$ cat src/rtl/param_tick_counter.sv
// param_tick_counter: WIDTH-bit LED counter advanced by a single-cycle tick
// from an internal clk divider, or by a synchronised step button.
// Modes: up, down, bounce, manual step. Wrap or saturate at the ends,
// synchronous load with clamping to MAX_VAL. Everything runs on clk; the
// divider only produces an enable strobe, never a derived clock.
//
// Parameter ranges the design relies on:
//   WIDTH >= 2, 1 <= MAX_VAL <= 2**WIDTH-1, DIV_COUNT >= 2, SYNC_STAGES >= 2.

module param_tick_counter #(
  parameter int WIDTH       = 4,
  parameter int MAX_VAL     = 15,
  parameter int DIV_COUNT   = 12000000,
  parameter int SYNC_STAGES = 2
) (
  input  logic             clk,
  input  logic             rst_button,
  input  logic             en,
  input  logic [1:0]       mode,
  input  logic             wrap,
  input  logic             step_n,
  input  logic             load,
  input  logic [WIDTH-1:0] load_val,
  output logic [WIDTH-1:0] led,
  output logic             tick,
  output logic             tc,
  output logic             dir
);

  // Divider width: ceil(log2(DIV_COUNT)) bits, enough for 0..DIV_COUNT-1.
  localparam int DIV_W = $clog2(DIV_COUNT);

  localparam logic [DIV_W-1:0] DIV_LAST = DIV_W'(DIV_COUNT - 1);
  localparam logic [DIV_W-1:0] DIV_ONE  = DIV_W'(1);

  localparam logic [WIDTH-1:0] MAX_W    = WIDTH'(MAX_VAL);
  localparam logic [WIDTH-1:0] MAX_M1   = WIDTH'(MAX_VAL - 1);
  localparam logic [WIDTH-1:0] CNT_ONE  = WIDTH'(1);
  localparam logic [WIDTH-1:0] CNT_ZERO = '0;

  localparam logic [1:0] MODE_UP     = 2'b00;
  localparam logic [1:0] MODE_DOWN   = 2'b01;
  localparam logic [1:0] MODE_BOUNCE = 2'b10;
  localparam logic [1:0] MODE_STEP   = 2'b11;

  // ---------------------------------------------------------------------
  // Tick divider
  // ---------------------------------------------------------------------
  logic [DIV_W-1:0] div_cnt;
  logic             rollover;

  // Rollover is the edge that ends a DIV_COUNT-cycle period; en=0 freezes it.
  assign rollover = en & (div_cnt == DIV_LAST);

  // Divider count and registered tick strobe (high the cycle after rollover).
  always_ff @(posedge clk or negedge rst_button) begin
    if (!rst_button) begin
      div_cnt <= '0;
      tick    <= 1'b0;
    end else begin
      tick <= 1'b0;
      if (rollover) begin
        div_cnt <= '0;
        tick    <= 1'b1;
      end else if (en) begin
        div_cnt <= div_cnt + DIV_ONE;
      end
    end
  end

  // ---------------------------------------------------------------------
  // Step button synchroniser and falling-edge detect
  // ---------------------------------------------------------------------
  // sync_q shifts step_n in at bit 0; the last stage is the clean sample.
  // step_prev holds the previous clean sample for edge detection.
  // arm_q fills with ones after reset; until it is full, step_prev and the
  // last sync stage still carry reset values rather than real samples, so
  // a button held low through reset cannot masquerade as a new press.
  logic [SYNC_STAGES-1:0] sync_q;
  logic                   step_prev;
  logic [SYNC_STAGES:0]   arm_q;
  logic                   step_synced;
  logic                   step_pulse;

  assign step_synced = sync_q[SYNC_STAGES-1];

  // One-cycle pulse on a high-to-low transition of the synchronised button.
  assign step_pulse = arm_q[SYNC_STAGES] & step_prev & ~step_synced;

  // Synchroniser chain, edge-detect history and post-reset arming shifter.
  always_ff @(posedge clk or negedge rst_button) begin
    if (!rst_button) begin
      sync_q    <= '1;
      step_prev <= 1'b1;
      arm_q     <= '0;
    end else begin
      sync_q    <= {sync_q[SYNC_STAGES-2:0], step_n};
      step_prev <= step_synced;
      arm_q     <= {arm_q[SYNC_STAGES-1:0], 1'b1};
    end
  end

  // ---------------------------------------------------------------------
  // Counter state machine: value, direction and terminal-count pulse
  // ---------------------------------------------------------------------
  logic [WIDTH-1:0] cnt_q, cnt_d;
  logic             dir_q, dir_d;
  logic             tc_q,  tc_d;
  logic             advance;
  logic [WIDTH-1:0] load_clamped;

  // Manual mode listens only to the button; every other mode to the divider.
  assign advance = (mode == MODE_STEP) ? step_pulse : rollover;

  // A load never places the counter above the terminal value.
  assign load_clamped = (load_val > MAX_W) ? MAX_W : load_val;

  // State register: counter value, direction and tc.
  always_ff @(posedge clk or negedge rst_button) begin
    if (!rst_button) begin
      cnt_q <= '0;
      dir_q <= 1'b1;
      tc_q  <= 1'b0;
    end else begin
      cnt_q <= cnt_d;
      dir_q <= dir_d;
      tc_q  <= tc_d;
    end
  end

  // Next state: load beats advance beats hold; tc only on a boundary advance.
  always_comb begin
    cnt_d = cnt_q;
    dir_d = dir_q;
    tc_d  = 1'b0;
    if (load) begin
      // The coincident advance, if any, is dropped; dir stays as it was.
      cnt_d = load_clamped;
    end else if (advance) begin
      case (mode)
        MODE_UP, MODE_STEP: begin
          dir_d = 1'b1;
          if (cnt_q < MAX_W) begin
            cnt_d = cnt_q + CNT_ONE;
          end else begin
            tc_d  = 1'b1;
            cnt_d = wrap ? CNT_ZERO : MAX_W;
          end
        end
        MODE_DOWN: begin
          dir_d = 1'b0;
          if (cnt_q != CNT_ZERO) begin
            cnt_d = cnt_q - CNT_ONE;
          end else begin
            tc_d  = 1'b1;
            cnt_d = wrap ? MAX_W : CNT_ZERO;
          end
        end
        MODE_BOUNCE: begin
          // Bounce reflects at both ends and never wraps or saturates.
          if (dir_q) begin
            if (cnt_q >= MAX_W) begin
              dir_d = 1'b0;
              cnt_d = MAX_M1;
              tc_d  = 1'b1;
            end else begin
              cnt_d = cnt_q + CNT_ONE;
            end
          end else begin
            if (cnt_q == CNT_ZERO) begin
              dir_d = 1'b1;
              cnt_d = CNT_ONE;
              tc_d  = 1'b1;
            end else begin
              cnt_d = cnt_q - CNT_ONE;
            end
          end
        end
        default: begin
          cnt_d = cnt_q;
        end
      endcase
    end
  end

  // Outputs come straight from the state registers (glitch-free LEDs).
  always_comb begin
    led = cnt_q;
    dir = dir_q;
    tc  = tc_q;
  end

endmodule

$ cat config.mk
export PLATFORM = sky130hd
export DESIGN_NAME = param_tick_counter
export DESIGN_NICKNAME = d
export VERILOG_FILES = /design/src/rtl/param_tick_counter.sv
export SDC_FILE = /design/constraint.sdc
export NUM_CORES = 1
export LEC_CHECK = 0
export BUFFER_PORTS_ARGS = -buffer_cell sky130_fd_sc_hd__buf_4
export CORE_AREA = 10 10 90 92
export DETAILED_ROUTE_END_ITERATION = 7
export DIE_AREA = 0 0 100 102
export GPL_TIMING_DRIVEN = 0
export HOLD_SLACK_MARGIN = 0.03
export PLACE_DENSITY = 0.56
export SYNTH_ARGS = -nofsm -noshare
export SYNTH_HDL_FRONTEND = slang
export SYNTH_SLANG_ARGS = --single-unit
$ cat constraint.sdc
create_clock -name clk -period 3.6 [get_ports clk]
set_input_delay 0.18 -clock clk [delete_from_list [all_inputs] [get_ports clk]]
set_output_delay 0.18 -clock clk [all_outputs]
set_load 0.03 [all_outputs]
==> results of run 1 <==
## cell type report
| type | count | share of cell area, % |
|---|---|---|
| inverters | 13 | 1.97 |
| flip-flops and latches | 37 | 37.6 |
| clock buffers | 8 | 3.64 |
| repair buffers | 19 | 5.96 |
| multi-input cells | 175 | 45.5 |
| well taps | 77 | 3.89 |
| plain buffers | 7 | 1.52 |
## critical path, cell delays in order (launching register included)
cell       delay [ns]
dfrtp_1          0.47
inv_1            0.12
ha_1             0.23
or3b_2           0.53
o21ai_0          0.28
a2111oi_0        0.11
o41ai_1          0.26
o21ai_0          0.11
## synthesized netlist by cell type (2+ instances only)
master and number:
nand4_1 9, xor2_1 5, nand2b_1 2, a21oi_1 7, nor3b_1 3, nor3_1 9, o21ai_0 14, ha_1 7
dfstp_2 4, dfrtp_1 33, a22oi_1 2, nor4_1 4, nand2_1 18, nand3b_1 2, nor2b_1 2, nand3_1 12
a31o_2 2, a21o_1 3, inv_1 13, clkbuf_1 5, nor2_1 24, xnor2_1 13, and3_1 2, a211oi_1 2
a31oi_1 3
## report_power, final
group	switching [mW]	internal, mW	total [mW]
Clock	0.138	0.156	0.294
Combinational	0.123	0.101	0.224
Sequential	0.0519	0.467	0.519
## cells by family (layout without fill, tap and decap cells)
logic type / after synthesis / after routing / share of synthesized area (%)
muxes: 2 / 2 / 0.992
AOI/OAI and AO/OA: 46 / 46 / 14.2
and+or+nand+nor: 101 / 101 / 25.7
adders and majority gates: 7 / 7 / 4.09
buffers and inverters: 20 / 47 / 4.03
other: 1 / 1 / 0.175
xor gates and xnor gates: 18 / 18 / 7.36
DFF: 37 / 37 / 43.4
## layer usage
metal	vias to the layer above	track usage [%]	routed length, um
met5	-	0	0
met4	0	4.35	89
met3	9	2.77	252
met2	40	15.5	2140
met1	863	12.2	2180
li1	885	-	-
## what timing repair did
action	in CTS	in global routing
setup endpoints to repair	0	0
buffers inserted	0	0
hold buffers	2	0
endpoints found under the hold margin	34	0
## final timing paths
| path | to | depth (start not counted) |
|---|---|---|
| max in group asynchronous | dir | 2 |
| hold reg to reg | arm_q[2] | 0 |
| min in group asynchronous | div_cnt[16] | 2 |
| hold / removal | div_cnt[1] | 2 |
| setup / recovery | led[3] | 7 |
| setup reg to reg | led[3] | 7 |
## state kept, by name (all words and copies together), names as in the netlist
name,count
step_prev,1
tc,1
dir,1
arm_q,3
tick,1
led,4
div_cnt,24
sync_q,2
## per-stage QoR
| stage | power [mW] | util (%) | worst slack, ns | hold slack [ns] | cell area (um2) |
|---|---|---|---|---|---|
| CTS | 1.05 | 39.5 | 1.33 | 0.121 | 2480 |
| finish | 1.04 | 39.5 | 1.35 | 0.128 | 2480 |
| floorplan | 0.678 | - | 1.52 | -0.116 | 2140 |
| global route | 1.11 | 39.5 | 1.13 | 0.131 | 2480 |
| detailed placement | 0.750 | 37.7 | 1.35 | 0.178 | 2370 |
| global placement | 0.750 | 37.7 | 1.37 | 0.170 | 2370 |
==> metrics.md, run 1 <==
| Metric | Value |
|---|---|
| #FFs+latches synth | `37` |
| Diode count | `0` |
| Total Wirelength | `4.66 mm` |
| Area share of the largest cell type after synthesis | `38.5%` |
| Clock Sinks | `37` |
| Layout cell share with drive strength beyond 1 | `15.1%` |
| CP Capture Type | `register` |
| Final TNS setup | `0 ns` |
| Top cells by area, synth | `dfrtp_1, xnor2_1, dfstp_2, nor2_1, ha_1` |
| Maxcap violations | `0` |
| Global-route wire length before repair | `8.33 mm` |
| Vias in the first global route | `1821` |
| Clock root cell | `clkbuf_8` |
| Most frequent cells in the layout | `dfrtp_1, nor2_1, nand2_1` |
| EDFF count, synth | `0` |
| Async S/R FF share, synth | `100%` |
| Pwr dens | `419 nW/um2` |
| Starting density of the core | `34.1%` |
| Status | `finished clean` |
| Worst Path Arrival | `2.40 ns` |
| Total GRT Usage | `9.78%` |
| Dpl cells | `326` |
| Critical path startpoint category | `register` |
| Hold WC Path Type | `in2reg` |
| Final Hold Fails | `0` |
| Multi-input gate area | `1130 um2` |
| Area leader, netlist | `dfrtp_1` |
| # nets final | `277` |
| # setup viols final | `0` |
| Drt first-iter violations | `96` |
| Mapped Area | `2140 um2` |
| Post-Syn Area per Cell | `9.24 um2` |
| Post-Layout Cell Count | `336` |
| Maximum clock rate | `0.444 GHz` |
| Die area | `10200 um2` |
| Port-buffer cells | `17` |
| Crit Path Max Fanout | `9` |
| Post-DP HPWL | `3.34 mm` |
| Reg area | `931 um2` |
| H-tree lvl count | `2` |
| Total CTS buffers | `5` |
| CP required | `3.74 ns` |
| Worst VDD drop | `0.223 mV` |
| Clock slew at reported path FFs | `0.07 ns` |
| Initial antenna violation count | `0` |
| Slew Limit Fails | `0` |
| Yosys warnings | `0` |
| Final global-route overflow total | `0` |
| Post-synth cell types | `57` |
| Largest net degree at the start of global routing | `38` |
| Die extent in y | `102 um` |
| # IOs | `19` |
| CTS tree | `yes` |
| Final min period | `2.25 ns` |
| Clk_skew | `0.00389 ns` |
| Worst Setup SP | `led[0]` |
| Core ar. | `6280 um2` |
| Worst-case clock buffer depth | `2` |
| DR WL/cell | `13.9 um` |
| Leakage power | `1.03 nW` |
| RSZ-0062 raised after global routing | `no` |
| Layout filler cell count | `633` |
| Critical setup path kind | `reg2reg` |
| Final Cycle Share | `62.6%` |
| Gate count of the mapped netlist | `232` |
| FP Rows | `29` |
| Area Overhead vs Synth | `15.6%` |
| Worst slew pin tran | `0.684 ns` |
| Worst Hold Launch | `en` |
| DR DRC count | `0` |
| Slew headroom | `54.1%` |
| Via density | `5.35` |
| Post-synth top flop | `dfrtp_1` |
| Seq/Total Area, Yosys | `43.4%` |
| Antenna-violating nets left | `0` |
| Post-Syn Nets | `251` |
| Routability Congestion | `0.878` |
| Drt first pass iters | `4` |
| Most common cell after layout, fill and taps aside | `dfrtp_1` |
| Clock Latency Late Sink | `0.29 ns` |
| Cts repair resizes | `0` |
| Width of the die | `100 um` |
| Vias | `1797` |
| FF-to-FF setup slack | `1.35 ns` |
| FF-to-FF Start | `led[0]` |
(Power assumes the default switching activity.)
==> run 2: changes to the inputs <==
==> constraint.sdc (replaced) <==
create_clock -name clk -period 2.3 [get_ports clk]
set_input_delay 0.115 -clock clk [delete_from_list [all_inputs] [get_ports clk]]
set_output_delay 0.115 -clock clk [all_outputs]
set_load 0.03 [all_outputs]
==> run 2 against run 1 <==
  * Clock skew hardly changed
  * Combinational power is 57% higher
  * Routed wire length is 0.47% higher
  * Flip-flop and latch count stayed put
  * Die area stayed put
  * Non-clock buffer count stayed put
  * Count of clock-buffer cells in the layout stayed put
==> metrics.md, run 2 (synthesized netlist as in run 1, its figures left out) <==
| Metric | Value |
|---|---|
| Critical setup path kind | `reg2reg` |
| DR WL/cell | `13.9 um (+0.47%)` |
| Critical path startpoint category | `register` |
| Die area | `10200 um2 (unchanged)` |
| Design area | `2480 um2 (+0.30%)` |
| Most frequent cells in the layout | `dfrtp_1, nor2_1, nand2_1` |
| RSZ-0062 raised after global routing | `no` |
| Setup Buffers After CTS | `0 (unchanged)` |
| Placed Instance Area | `2370 um2 (unchanged)` |
| CP Capture Type | `register` |
| Slowest stage delay, CP | `0.56 ns (+0.03 ns)` |
| Worst VDD drop | `0.349 mV (+57%)` |
| Diode count | `0 (unchanged)` |
| Pwr dens | `654 nW/um2 (+56%)` |
| Routability Congestion | `0.878 (unchanged)` |
| Antenna-violating nets left | `0 (unchanged)` |
| Total Wirelength | `4.68 mm (+0.47%)` |
| FF-to-FF setup slack | `0.15 ns (-1.19 ns)` |
| Width of the die | `100 um (unchanged)` |
| Vias in the first global route | `1821 (unchanged)` |
| Share of total power in the clock network | `28.3% (about the same)` |
| Die extent in y | `102 um (unchanged)` |
| P_sw | `0.490 mW (+57%)` |
| Worst-case clock buffer depth | `2 (unchanged)` |
| Final TNS setup | `0 ns (unchanged)` |
| Slew headroom | `54.0% (-0.092 points)` |
| Final min period | `2.15 ns (-0.106 ns)` |
| Vias | `1782 (-0.83%)` |
| CP most frequent cell | `a31oi_1` |
| Worst Path Arrival | `2.37 ns (-0.03 ns)` |
| Maxcap violations | `0 (unchanged)` |
| Most common cell after layout, fill and taps aside | `dfrtp_1` |
| Reg area | `932 um2 (+0.13%)` |
| Reg2reg end | `led[1]` |
| Area Overhead vs Synth | `15.9%` |
| Core ar. | `6280 um2 (unchanged)` |
| Dpl cells | `326 (unchanged)` |
| Clock slew at reported path FFs | `0.07 ns (about the same)` |
| Total GRT Usage | `9.78% (unchanged)` |
| FP Rows | `29 (unchanged)` |
| Total CTS buffers | `5 (unchanged)` |
| Maximum clock rate | `0.465 GHz (+4.9%)` |
| Port-buffer cells | `17 (unchanged)` |
| # setup viols final | `0 (unchanged)` |
| CP required | `2.53 ns (-1.21 ns)` |
| Pre-CTS setup slack | `0.0503 ns (-1.30 ns)` |
| Initial antenna violation count | `0 (unchanged)` |
| Crit Path Max Fanout | `6 (-3)` |
| Worst Hold Launch | `en` |
| Clock Sinks | `37 (unchanged)` |
| Final Cycle Share | `93.4% (+31 points)` |
| Clk_skew | `0.00390 ns (+0.00000630 ns)` |
| WHS Endpoint | `div_cnt[1]` |
| Layout filler cell count | `634 (+0.16%)` |
| CTS tree | `yes` |
| Multi-input gate area | `1130 um2 (+0.56%)` |
| Drt first-iter violations | `89 (-7.3%)` |
| Slew Limit Fails | `0 (unchanged)` |
| Leakage power | `1.03 nW (-0.11%)` |
| # nets final | `277 (unchanged)` |
| Final global-route overflow total | `0 (unchanged)` |
| Starting density of the core | `34.1% (unchanged)` |
| Biggest register | `div_cnt` |
| Hold Path Cell Cnt | `2 (unchanged)` |
| Clock Latency Late Sink | `0.29 ns (about the same)` |
| Clock root cell | `clkbuf_8` |
| Hold slack | `0.0631 ns (-0.0650 ns)` |
| # IOs | `19 (unchanged)` |
| Status | `finished clean` |
| Worst slew pin tran | `0.685 ns (+0.00137 ns)` |
| Switch share | `30.2% (about the same)` |
| Post-Layout Cell Count | `336 (unchanged)` |
| CP max stage cell | `or4_4` |
| Final Hold Fails | `0 (unchanged)` |
| Logic pwr share | `21.6% (about the same)` |
| CP Cell Sequence | `or4_4, nor4_4, a31oi_1, a31oi_1, a221o_1` |
| Final worst slack | `0.152 ns (-1.19 ns)` |
| Sequential fraction of design power | `50.1% (about the same)` |
| Post-DP HPWL | `3.34 mm (unchanged)` |
| Hold WC Path Type | `in2reg` |
| Max reg flops | `24 (unchanged)` |
| Global-route wire length before repair | `8.33 mm (unchanged)` |
| Worst Reg-to-Reg Cells | `5 (-2)` |
| Via density | `5.30 (-0.83%)` |
| Largest net degree at the start of global routing | `38 (unchanged)` |
| H-tree lvl count | `2 (unchanged)` |
| FF-to-FF Start | `div_cnt[10]` |
| Drt first pass iters | `4 (unchanged)` |
| Layout cell share with drive strength beyond 1 | `15.8% (+0.77 points)` |
| Int Power | `1.13 mW (+57%)` |
| DR DRC count | `0 (unchanged)` |
run 2: cell counts in the layout (fill, tap and decap cells not counted):
Identical to the previous run, type by type.
run 2: timing repair:
action / CTS / global route
endpoints found under the setup margin: 0 / 13
hold buffers: 2 / 0
resized for setup: 0 / 3
hold endpoints to repair: 34 / 0
run 2: worst max-delay path: cells and delay by family, from the launching register on:
kind | cells | cell delay, ns
AO/OA/AOI/OAI | 3 | 0.66
flip-flops | 1 | 0.46
AND/OR/NAND/NOR | 2 | 0.98
run 2: routing by layer:
metal / up-vias / routed length, um / share of wire (%) / GRT usage [%]
met2: 30 / 2150 / 46 / 15.5
met4: 0 / 84 / 1.8 / 4.35
met5: - / 0 / 0 / 0
li1: 885 / - / - / -
met1: 860 / 2210 / 47 / 12.2
met3: 7 / 232 / 5.0 / 2.77
run 2: how the worst max path moves through the flow:
stage / from / endpoint / slack [ns] / cells after the start
6_report: div_cnt[10] / led[1] / 0.15 / 5
5_1_grt: div_cnt[0] / div_cnt[17] / 0.02 / 6
4_1_cts: div_cnt[0] / div_cnt[16] / 0.03 / 6
3_3_place_gp: div_cnt[0] / div_cnt[16] / 0.07 / 6
2_1_floorplan: led[0] / led[3] / 0.22 / 7
3_5_place_dp: div_cnt[0] / div_cnt[17] / 0.05 / 6
run 2: area by class of cell:
type	count	area share, %
repair buffers	19	5.94
well taps	77	3.88
flip-flops and latches	37	37.5
clock buffers	8	3.63
multi-input cells	175	45.6
inverters	13	1.96
plain buffers	7	1.51
run 2: per-stage QoR:
stage | total power [mW] | util, %
floorplan | 1.06 | -
global placement | 1.17 | 37.7
detailed placement | 1.17 | 37.7
CTS | 1.65 | 39.5
global route | 1.74 | 39.6
finish | 1.62 | 39.6
run 2: power by group through the flow:
| stage | clock network, mW | logic (mW) | registers [mW] |
|---|---|---|---|
| 2_1_floorplan | 0 | 0.228 | 0.833 |
| 3_3_place_gp | 0 | 0.350 | 0.823 |
| 3_5_place_dp | 0 | 0.351 | 0.823 |
| 4_1_cts | 0.485 | 0.353 | 0.813 |
| 5_1_grt | 0.510 | 0.400 | 0.827 |
| 6_report | 0.460 | 0.351 | 0.814 |
